[src/rtl/updown_bcd_counter_if.sv]
// Signal bundle for updown_bcd_counter: raw buttons, clear, and the BCD/segment outputs.
// The bench drives through master; the counter uses slave.
interface updown_bcd_counter_if #(
  parameter int unsigned DIGITS = 2
);
  logic                  i_Up;
  logic                  i_Down;
  logic                  i_Clear;
  logic [4*DIGITS-1:0]   o_Bcd;
  logic [7*DIGITS-1:0]   o_Segments;
  logic                  o_Wrap;
  logic                  o_Toggle;

  modport master (
    output i_Up, i_Down, i_Clear,
    input  o_Bcd, o_Segments, o_Wrap, o_Toggle
  );

  modport slave (
    input  i_Up, i_Down, i_Clear,
    output o_Bcd, o_Segments, o_Wrap, o_Toggle
  );
endinterface

[src/rtl/updown_bcd_counter.sv]
// Debounced up/down BCD counter with wrap pulse, step toggle and registered 7-segment decode.
// Define UPDOWN_AUTO_STEP_EN to add a periodic auto-increment tick.
module updown_bcd_counter #(
  parameter int unsigned DIGITS         = 2,
  parameter int unsigned MAX_COUNT      = 99,
  parameter int unsigned DEBOUNCE_LIMIT = 250000,
  parameter int unsigned AUTO_PERIOD    = 500000
) (
  input  logic                  i_Clk,
  input  logic                  i_Rst_L,
  updown_bcd_counter_if.slave   bus
);

  localparam int unsigned DBW = (DEBOUNCE_LIMIT > 1) ? $clog2(DEBOUNCE_LIMIT) : 1;

  function automatic logic [4*DIGITS-1:0] to_bcd(input int unsigned v);
    logic [4*DIGITS-1:0] r;
    int unsigned         x;
    r = '0;
    x = v;
    for (int unsigned d = 0; d < DIGITS; d++) begin
      r[4*d +: 4] = 4'(x % 10);
      x = x / 10;
    end
    return r;
  endfunction

  function automatic logic [4*DIGITS-1:0] bcd_inc(input logic [4*DIGITS-1:0] v);
    logic [4*DIGITS-1:0] r;
    logic                c;
    r = v;
    c = 1'b1;
    for (int unsigned d = 0; d < DIGITS; d++) begin
      if (c) begin
        if (r[4*d +: 4] == 4'd9) begin
          r[4*d +: 4] = 4'd0;
        end else begin
          r[4*d +: 4] = r[4*d +: 4] + 4'd1;
          c = 1'b0;
        end
      end
    end
    return r;
  endfunction

  function automatic logic [4*DIGITS-1:0] bcd_dec(input logic [4*DIGITS-1:0] v);
    logic [4*DIGITS-1:0] r;
    logic                b;
    r = v;
    b = 1'b1;
    for (int unsigned d = 0; d < DIGITS; d++) begin
      if (b) begin
        if (r[4*d +: 4] == 4'd0) begin
          r[4*d +: 4] = 4'd9;
        end else begin
          r[4*d +: 4] = r[4*d +: 4] - 4'd1;
          b = 1'b0;
        end
      end
    end
    return r;
  endfunction

  function automatic logic [6:0] seg7(input logic [3:0] v);
    case (v)
      4'd0:    seg7 = 7'h40;
      4'd1:    seg7 = 7'h79;
      4'd2:    seg7 = 7'h24;
      4'd3:    seg7 = 7'h30;
      4'd4:    seg7 = 7'h19;
      4'd5:    seg7 = 7'h12;
      4'd6:    seg7 = 7'h02;
      4'd7:    seg7 = 7'h78;
      4'd8:    seg7 = 7'h00;
      4'd9:    seg7 = 7'h10;
      default: seg7 = 7'h7F;
    endcase
  endfunction

  localparam logic [4*DIGITS-1:0] MAX_BCD = to_bcd(MAX_COUNT);

  if (DIGITS < 1 || DIGITS > 4) begin : g_bad_digits
    $error("updown_bcd_counter: DIGITS must be 1..4");
  end
  if (MAX_COUNT < 1 || MAX_COUNT >= 10**DIGITS) begin : g_bad_max
    $error("updown_bcd_counter: MAX_COUNT out of range for DIGITS");
  end
  if (DEBOUNCE_LIMIT < 1) begin : g_bad_deb
    $error("updown_bcd_counter: DEBOUNCE_LIMIT must be at least 1");
  end
  if (AUTO_PERIOD < 1) begin : g_bad_auto
    $error("updown_bcd_counter: AUTO_PERIOD must be at least 1");
  end

  // Channel 0 = up button, channel 1 = down button
  logic [1:0]     sync1_q, sync2_q, db_q, db_d, rel;
  logic [DBW-1:0] dbc_q [2];
  logic [DBW-1:0] dbc_d [2];

  always_comb begin
    db_d  = db_q;
    rel   = '0;
    dbc_d = '{default: '0};
    for (int unsigned ch = 0; ch < 2; ch++) begin
      if (sync2_q[ch] != db_q[ch]) begin
        if (dbc_q[ch] == DBW'(DEBOUNCE_LIMIT - 1)) begin
          db_d[ch] = sync2_q[ch];
          rel[ch]  = db_q[ch];
        end else begin
          dbc_d[ch] = dbc_q[ch] + 1'b1;
        end
      end
    end
  end

  always_ff @(posedge i_Clk or negedge i_Rst_L) begin
    if (!i_Rst_L) begin
      sync1_q <= '0;
      sync2_q <= '0;
      db_q    <= '0;
      dbc_q   <= '{default: '0};
    end else begin
      sync1_q <= {bus.i_Down, bus.i_Up};
      sync2_q <= sync1_q;
      db_q    <= db_d;
      dbc_q   <= dbc_d;
    end
  end

  logic auto_tick;

`ifdef UPDOWN_AUTO_STEP_EN
  localparam int unsigned APW = (AUTO_PERIOD > 1) ? $clog2(AUTO_PERIOD) : 1;
  logic [APW-1:0] per_q, per_d;

  always_comb begin
    auto_tick = (per_q == APW'(AUTO_PERIOD - 1));
    per_d     = auto_tick ? '0 : per_q + 1'b1;
    if (bus.i_Clear) per_d = '0;
  end

  always_ff @(posedge i_Clk or negedge i_Rst_L) begin
    if (!i_Rst_L) per_q <= '0;
    else          per_q <= per_d;
  end
`else
  assign auto_tick = 1'b0;
`endif

  logic                up_evt, dn_evt;
  logic [4*DIGITS-1:0] cnt_q, cnt_d;
  logic [7*DIGITS-1:0] segs_q, segs_d;
  logic                wrap_q, wrap_d, tog_q, tog_d;

  assign up_evt = rel[0] | auto_tick;
  assign dn_evt = rel[1];

  // Simultaneous up and down cancel; clear overrides everything.
  always_comb begin
    cnt_d  = cnt_q;
    wrap_d = 1'b0;
    tog_d  = tog_q;
    if (bus.i_Clear) begin
      cnt_d = '0;
    end else if (up_evt ^ dn_evt) begin
      tog_d = ~tog_q;
      if (up_evt) begin
        if (cnt_q == MAX_BCD) begin
          cnt_d  = '0;
          wrap_d = 1'b1;
        end else begin
          cnt_d = bcd_inc(cnt_q);
        end
      end else begin
        if (cnt_q == '0) begin
          cnt_d  = MAX_BCD;
          wrap_d = 1'b1;
        end else begin
          cnt_d = bcd_dec(cnt_q);
        end
      end
    end
  end

  always_comb begin
    segs_d = '0;
    for (int unsigned d = 0; d < DIGITS; d++) begin
      segs_d[7*d +: 7] = seg7(cnt_q[4*d +: 4]);
    end
  end

  always_ff @(posedge i_Clk or negedge i_Rst_L) begin
    if (!i_Rst_L) begin
      cnt_q  <= '0;
      segs_q <= {DIGITS{7'h40}};
      wrap_q <= 1'b0;
      tog_q  <= 1'b0;
    end else begin
      cnt_q  <= cnt_d;
      segs_q <= segs_d;
      wrap_q <= wrap_d;
      tog_q  <= tog_d;
    end
  end

  assign bus.o_Bcd      = cnt_q;
  assign bus.o_Segments = segs_q;
  assign bus.o_Wrap     = wrap_q;
  assign bus.o_Toggle   = tog_q;

endmodule
[src/flat_wrapper.sv]
// flat-port wrapper written by rule: the top's interface ports become plain ports
module updown_bcd_counter_flat 
#(
  parameter int unsigned DIGITS         = 2,
  parameter int unsigned MAX_COUNT      = 99,
  parameter int unsigned DEBOUNCE_LIMIT = 250000,
  parameter int unsigned AUTO_PERIOD    = 500000
)
  (i_Clk, i_Rst_L, bus_i_Up, bus_i_Down, bus_i_Clear, bus_o_Bcd, bus_o_Segments, bus_o_Wrap, bus_o_Toggle);
  updown_bcd_counter_if #(.DIGITS(DIGITS)) bus_i ();
  input  logic i_Clk;
  input  logic i_Rst_L;
  input wire logic [$bits(bus_i.i_Up)-1:0] bus_i_Up;
  input wire logic [$bits(bus_i.i_Down)-1:0] bus_i_Down;
  input wire logic [$bits(bus_i.i_Clear)-1:0] bus_i_Clear;
  output wire logic [$bits(bus_i.o_Bcd)-1:0] bus_o_Bcd;
  output wire logic [$bits(bus_i.o_Segments)-1:0] bus_o_Segments;
  output wire logic [$bits(bus_i.o_Wrap)-1:0] bus_o_Wrap;
  output wire logic [$bits(bus_i.o_Toggle)-1:0] bus_o_Toggle;
  assign bus_i.i_Up = bus_i_Up;
  assign bus_i.i_Down = bus_i_Down;
  assign bus_i.i_Clear = bus_i_Clear;
  assign bus_o_Bcd = bus_i.o_Bcd;
  assign bus_o_Segments = bus_i.o_Segments;
  assign bus_o_Wrap = bus_i.o_Wrap;
  assign bus_o_Toggle = bus_i.o_Toggle;
  updown_bcd_counter #(.DIGITS(DIGITS), .MAX_COUNT(MAX_COUNT), .DEBOUNCE_LIMIT(DEBOUNCE_LIMIT), .AUTO_PERIOD(AUTO_PERIOD)) u_core (.i_Clk(i_Clk), .i_Rst_L(i_Rst_L), .bus(bus_i));
endmodule
[config.mk]
export PLATFORM = sky130hd
export DESIGN_NAME = updown_bcd_counter_flat
export DESIGN_NICKNAME = d
export VERILOG_FILES = /design/src/rtl/updown_bcd_counter_if.sv /design/src/rtl/updown_bcd_counter.sv /design/src/flat_wrapper.sv
export SDC_FILE = /design/constraint.sdc
export NUM_CORES = 1
export LEC_CHECK = 0
export ABC_AREA = 1
export CAP_MARGIN = 10
export CORE_MARGIN = 2
export CORE_UTILIZATION = 25
export DETAILED_ROUTE_END_ITERATION = 12
export PLACE_DENSITY = 0.39
export SLEW_MARGIN = 20
export SYNTH_ARGS = -nofsm -noshare
export SYNTH_HDL_FRONTEND = slang
export SYNTH_SLANG_ARGS = --single-unit
[constraint.sdc]
create_clock -name i_Clk -period 4 [get_ports i_Clk]
set_input_delay 0.6 -clock i_Clk [delete_from_list [all_inputs] [get_ports i_Clk]]
set_output_delay 0.6 -clock i_Clk [all_outputs]
set_load 0.005 [all_outputs]
# Word level (Yosys, flattened, before mapping)
# Memory sizes are Yosys's and may differ from the RTL's. A register that Yosys moved wholly into a read port is not among the register bits.
# Cells that the tools add are included.
[totals]
register_bits = 52
romBits = 224
n_memories = 2
[memory_table]
columns = ["memory", "words", "width", "rd", "rd_clocked_by_memory_dff", "wr", "line", "text"]
rows = [
  ["(no name shown)", 16, 7, 1, 1, 0, "updown_bcd_counter.sv:65", "case (v)"],
  ["(no name shown)", 16, 7, 1, 1, 0, "updown_bcd_counter.sv:65", ""],
]
[classes]
n_addsub = 6
eq_ne = 8
mux = 34
n_bitwise = 3
reduce_logical = 11
[ops]
columns = ["operator", "count"]
rows = [
  ["two-way mux 18 bit", 4],
  ["two-way mux 8 bit", 5],
  ["adder 18 x 1 -> 18 bit (second input constant)", 2],
  ["== test 18 bit (second input constant)", 2],
  ["two-way mux 4 bit", 6],
  ["two-way mux 1 bit", 19],
  ["adder 4 x 1 -> 4 bit (second input constant)", 2],
  ["== test 4 bit (second input constant)", 2],
  ["== test 8 bit (second input constant)", 1],
  ["logical NOT 4 bit", 2],
  ["logical NOT 8 bit", 1],
  ["subtractor 4 x 1 -> 4 bit (second input constant)", 2],
  ["AND reduction 2 bit", 3],
  ["inequality test 4 bit (second input constant)", 1],
  ["nonzero test 4 bit", 1],
  ["AND reduction 3 bit", 1],
  ["logical NOT 1 bit", 2],
  ["inequality test 1 bit", 2],
  ["NOT 1 bit", 2],
  ["nonzero test 2 bit", 1],
  ["XOR 1 bit", 1],
]

# Depth between registers and ports, before layout
[logic_depth]
ltp_word = 11
mapped_depth = 11

# Worst setup path after synthesis
# Ideal clock, no wire load.
[synth_timing]
path_kind = "register to register"
startpoint = "register u_core.dbc_q[18] (netlist name)"
endpoint = "register u_core.cnt_q[2], in the netlist u_core.bus.o_Bcd[2]"
setup_ns = 0.120
arrival_ns = 1.434
required_time_ns = 3.880
setup_slack_ns = 2.446
stages_incl_launch_ff = 11
period_less_slack_ns = 1.554
path_cell_list = "dfrtp_1 > ha_1 > nand3_2 > nor2_4 > nand3_2 > nor2_4 > nand2_4 > nand3_4 > inv_2 > nand2_1 > nand2_1"
[synth_between]
elab_chain_cells = 6
elab_cells_between_ends = 8
cone_classes = "eq/ne: 1; mux: 5; bitwise: 1; reduce/logical: 1"
[synth_lines]
columns = ["item", "line", "text"]
rows = [
  ["start: declaration", "updown_bcd_counter.sv:97", "logic [DBW-1:0] dbc_q [2];"],
  ["start signal: assignment", "updown_bcd_counter.sv:121", "dbc_q <= '{default: '0};"],
  ["start signal: assignment", "updown_bcd_counter.sv:126", "dbc_q <= dbc_d;"],
  ["== test 18 bit (*)", "updown_bcd_counter.sv:106", "if (dbc_q[ch] == DBW'(DEBOUNCE_LIMIT - 1)) begin"],
  ["two-way mux 1 bit (*)", "updown_bcd_counter.sv:106", ""],
  ["two-way mux 1 bit (*)", "updown_bcd_counter.sv:105", "if (sync2_q[ch] != db_q[ch]) begin"],
  ["two-way mux 8 bit", "updown_bcd_counter.sv:167", "if (up_evt) begin"],
  ["two-way mux 8 bit", "updown_bcd_counter.sv:165", "end else if (up_evt ^ dn_evt) begin"],
  ["two-way mux 8 bit", "updown_bcd_counter.sv:163", "if (bus.i_Clear) begin"],
  ["end signal: assignment", "updown_bcd_counter.sv:199", "cnt_q <= cnt_d;"],
  ["end: declaration", "updown_bcd_counter.sv:151", "logic [4*DIGITS-1:0] cnt_q, cnt_d;"],
]
# Mark *: on every way between the ends. The rest lies on a longest branch, timed or not. The select of a mux whose other input is x is not followed.
# A chain may end at the register's enable or synchronous reset.

# Worst setup path in the final report
[layout_timing]
startpoint = "register u_core.cnt_q[6], in the netlist u_core.bus.o_Bcd[6]"
endpoint = "output bus_o_Bcd[6]"
[layout_rtl]
columns = ["item", "line", "text"]
rows = [
  ["end: declaration", "flat_wrapper.sv:16", "output wire logic [$bits(bus_i.o_Bcd)-1:0] bus_o_Bcd;"],
]
# No word-level cell between the ends.

==> metrics.cfg <==
[timing]
maxSlewViolCount = 0
skew_ns = 0.00816
finalHoldViolCount = 0
hold_slack_ns = 0.198
tightest_slew_ns = 0.596
min_period_over_period_pct = 54.4
rsz0062_at_grt = no
setup_viol = 0
slew_headroom_pct = 60.1
setup_tns_ns = 0
max_freq_ghz = 0.459
finalCriticalPeriod_ns = 2.18

[cts]
holdBufCountCts = 0
clock_path_buffers = 2
cts_buffers = 9
cts_resized = 0
post_cts_buffers = 0
path_clk_slew_ns = 0.06
cts_tree = done
ctsHtreeMaxLevel = 3
cts.sinks = 66
cts_root_buffer = clkbuf_16
clock_latency_ns = 0.34

[global_route]
grt_max_degree = 33
antenna_found_initial = 0
grt_pass1_wl_um = 14900
grt_usage_pct = 11.9
grt_pass1_vias = 2968
grt-ovfl-total = 0

[placement]
port_buffers = 28
gp_congestion = 0.792
dp_hpwl_um = 6330

[synthesis]
synth-edff-count = 0
synth_most_common_cell = nand2_1
synth_cell_types = 35
yosysSeqAreaShare_pct = 45.2
syn-num-nets = 477
yosysWarnings = 0
synth.top_cell.area_share_pct = 43.8
synth.avg_cell_area_um2 = 7.95
ys.flop_type = dfrtp_1
ys_ff_latch = 66
synth_common_cells = nand2_1, nor2_1, dfrtp_1, inv_1, nand3_1
muxShareOfSynthArea_pct = 0
yosys.area_share.adder_pct = 4.10
syn-instance-count = 460
synth_area_leaders = dfrtp_1, nand2_1, nor2_1, inv_1, ha_1
syn-cell-area_um2 = 3660
synthArstFlopShare_pct = 100
synth_top_family_by_area = simple AND/OR/NAND/NOR gates
synth_xor_area_share_pct = 2.87
synth_top_area_cell = dfrtp_1
synth_simple_gate_area_share_pct = 32.7
synth_compound_area_share_pct = 7.90

[power]
irDropWorstVdd_mv = 0.259
cellLeakagePower_uw = 0.00204
powerDensity_nw_per_um2 = 466
p_total_uw = 2100

[worst_setup_path]
slowest_delay_ns = 0.64
path_cells = clkdlybuf4s50_1
path_buf_inv = 1
arrival_ns = 1.58
path_max_fanout = 16
cp-end-kind = output pin
cp_data_required_time_ns = 3.40
start_kind = flop
worst_path_max_delay_cell = dfrtp_1
criticalPathCategory = reg -> out
crit_family = flip-flops

[drt]
dr_total_vias = 2964
drc_errors = 0
drt_iter0_drc = 134
via_per_inst = 4.32
routed_wl_um = 8550
ant_nets = 0
wl_per_cell_um = 12.5
firstDrtPassIters = 4

[run_status]
status = finished clean

[floorplan]
die_height_um = 125
ios = 29
start_util_pct = 25.4
die_x_um = 125
die_area_um2 = 15600
rows = 44
core-area_um2 = 14400

[final_layout]
drive_above_1_share_pct = 10.8
n_antenna_cell = 0
nets = 514
fillers = 1558
area_growth_pct = 23.3

[worst_hold_path]
holdCritPathClass = in -> async

[flow_run]
maxCapViolCount = 0

worst register-to-register path, cell delays in order, from the launching register on:
cell and delay, ns:
dfrtp_1 0.52, inv_1 0.17, ha_1 0.30, ha_1 0.30
inv_1 0.05, nand2_1 0.05, nand2_1 0.07, nand2_1 0.06
nor2_1 0.09, nand3_1 0.08, nand2_1 0.07
registers in the layout (all words and copies together) (netlist names):
name,flops
u_core.sync2_q,2
u_core.bus.o_Bcd,8
u_core.bus.o_Toggle,1
u_core.bus.o_Segments,14
u_core.db_q,2
u_core.bus.o_Wrap,1
u_core.sync1_q,2
u_core.dbc_q,36
logic make-up after synthesis:
kind of cell | count (synthesis)
buffers and inverters | 68
XOR/XNOR | 12
flip-flops | 66
AO/OA/AOI/OAI | 54
adder cells (fa/ha/maj) | 12
AND/OR/NAND/NOR | 248
metrics by stage:
stage / cell area (µm²) / utilization, % / std cells / setup slack [ns]
after global placement: 4160 / 28.8 / 670 / 2.07
after global routing: 4510 / 31.3 / 686 / 1.70
after CTS: 4510 / 31.3 / 686 / 1.81
final: 4510 / 31.3 / 686 / 1.82
after detailed placement: 4160 / 28.8 / 670 / 2.04
after floorplan: 3660 / - / 460 / 2.45
report_power, final:
part | internal, µW | total, µW | switching [µW] | leakage, µW
Sequential | 728 | 794 | 65.8 | 0.000887
Clock | 643 | 933 | 290 | 0.000169
Combinational | 176 | 374 | 198 | 0.000989
Total | 1550 | 2100 | 555 | 0.00204
cell type report:
| type | instances | area (µm²) | area share (%) |
|---|---|---|---|
| Clock buffer | 12 | 256 | 5.69 |
| Clock inverter | 4 | 97.6 | 2.16 |
| Inverter | 64 | 240 | 5.33 |
| Multi-Input combinational cell | 326 | 1740 | 38.6 |
| Sequential cell | 66 | 1650 | 36.7 |
| Tap cell | 184 | 230 | 5.10 |
| Timing Repair Buffer | 30 | 290 | 6.44 |
routing by layer:
metal | part of all wire, % | up-vias | global-route usage (%)
met1 | 51 | 1358 | 16.4
met3 | 2.9 | 13 | 2.91
met5 | 0 | - | 0
li1 | - | 1557 | -
met2 | 44 | 36 | 17.7
met4 | 2.0 | 0 | 5.49
path summary, 6_finish.rpt:
| check | from | slack, ns | depth (start not counted) | end |
|---|---|---|---|---|
| worst max register to register | u_core.bus.o_Bcd[4] | 2.18 | 10 | u_core.bus.o_Bcd[6] |
| max in group asynchronous | i_Rst_L | 3.01 | 2 | u_core.bus.o_Segments[6] |
| worst min-delay path | i_Rst_L | 0.20 | 1 | u_core.dbc_q[20] |
| min in group i_Clk | u_core.sync1_q[1] | 0.36 | 0 | u_core.sync2_q[1] |
| worst min register to register | u_core.sync1_q[1] | 0.36 | 0 | u_core.sync2_q[1] |
| worst max-delay path | u_core.bus.o_Bcd[6] | 1.82 | 1 | bus_o_Bcd[6] |
cells in the final DEF (no fill, tap or decap), types with 8 or more instances in the layout:
master / Yosys / final
a21oi_1: 23 / 23
clkbuf_16: 0 / 9
clkdlybuf4s50_1: 0 / 27
dfrtp_1: 64 / 64
ha_1: 12 / 12
inv_1: 57 / 57
nand2_1: 92 / 92
nand3_1: 30 / 30
nand4_1: 8 / 8
nor2_1: 70 / 70
nor3_1: 11 / 11
o21ai_0: 23 / 23
xor2_1: 11 / 11
No activity file was read; power rests on OpenSTA's default activity.
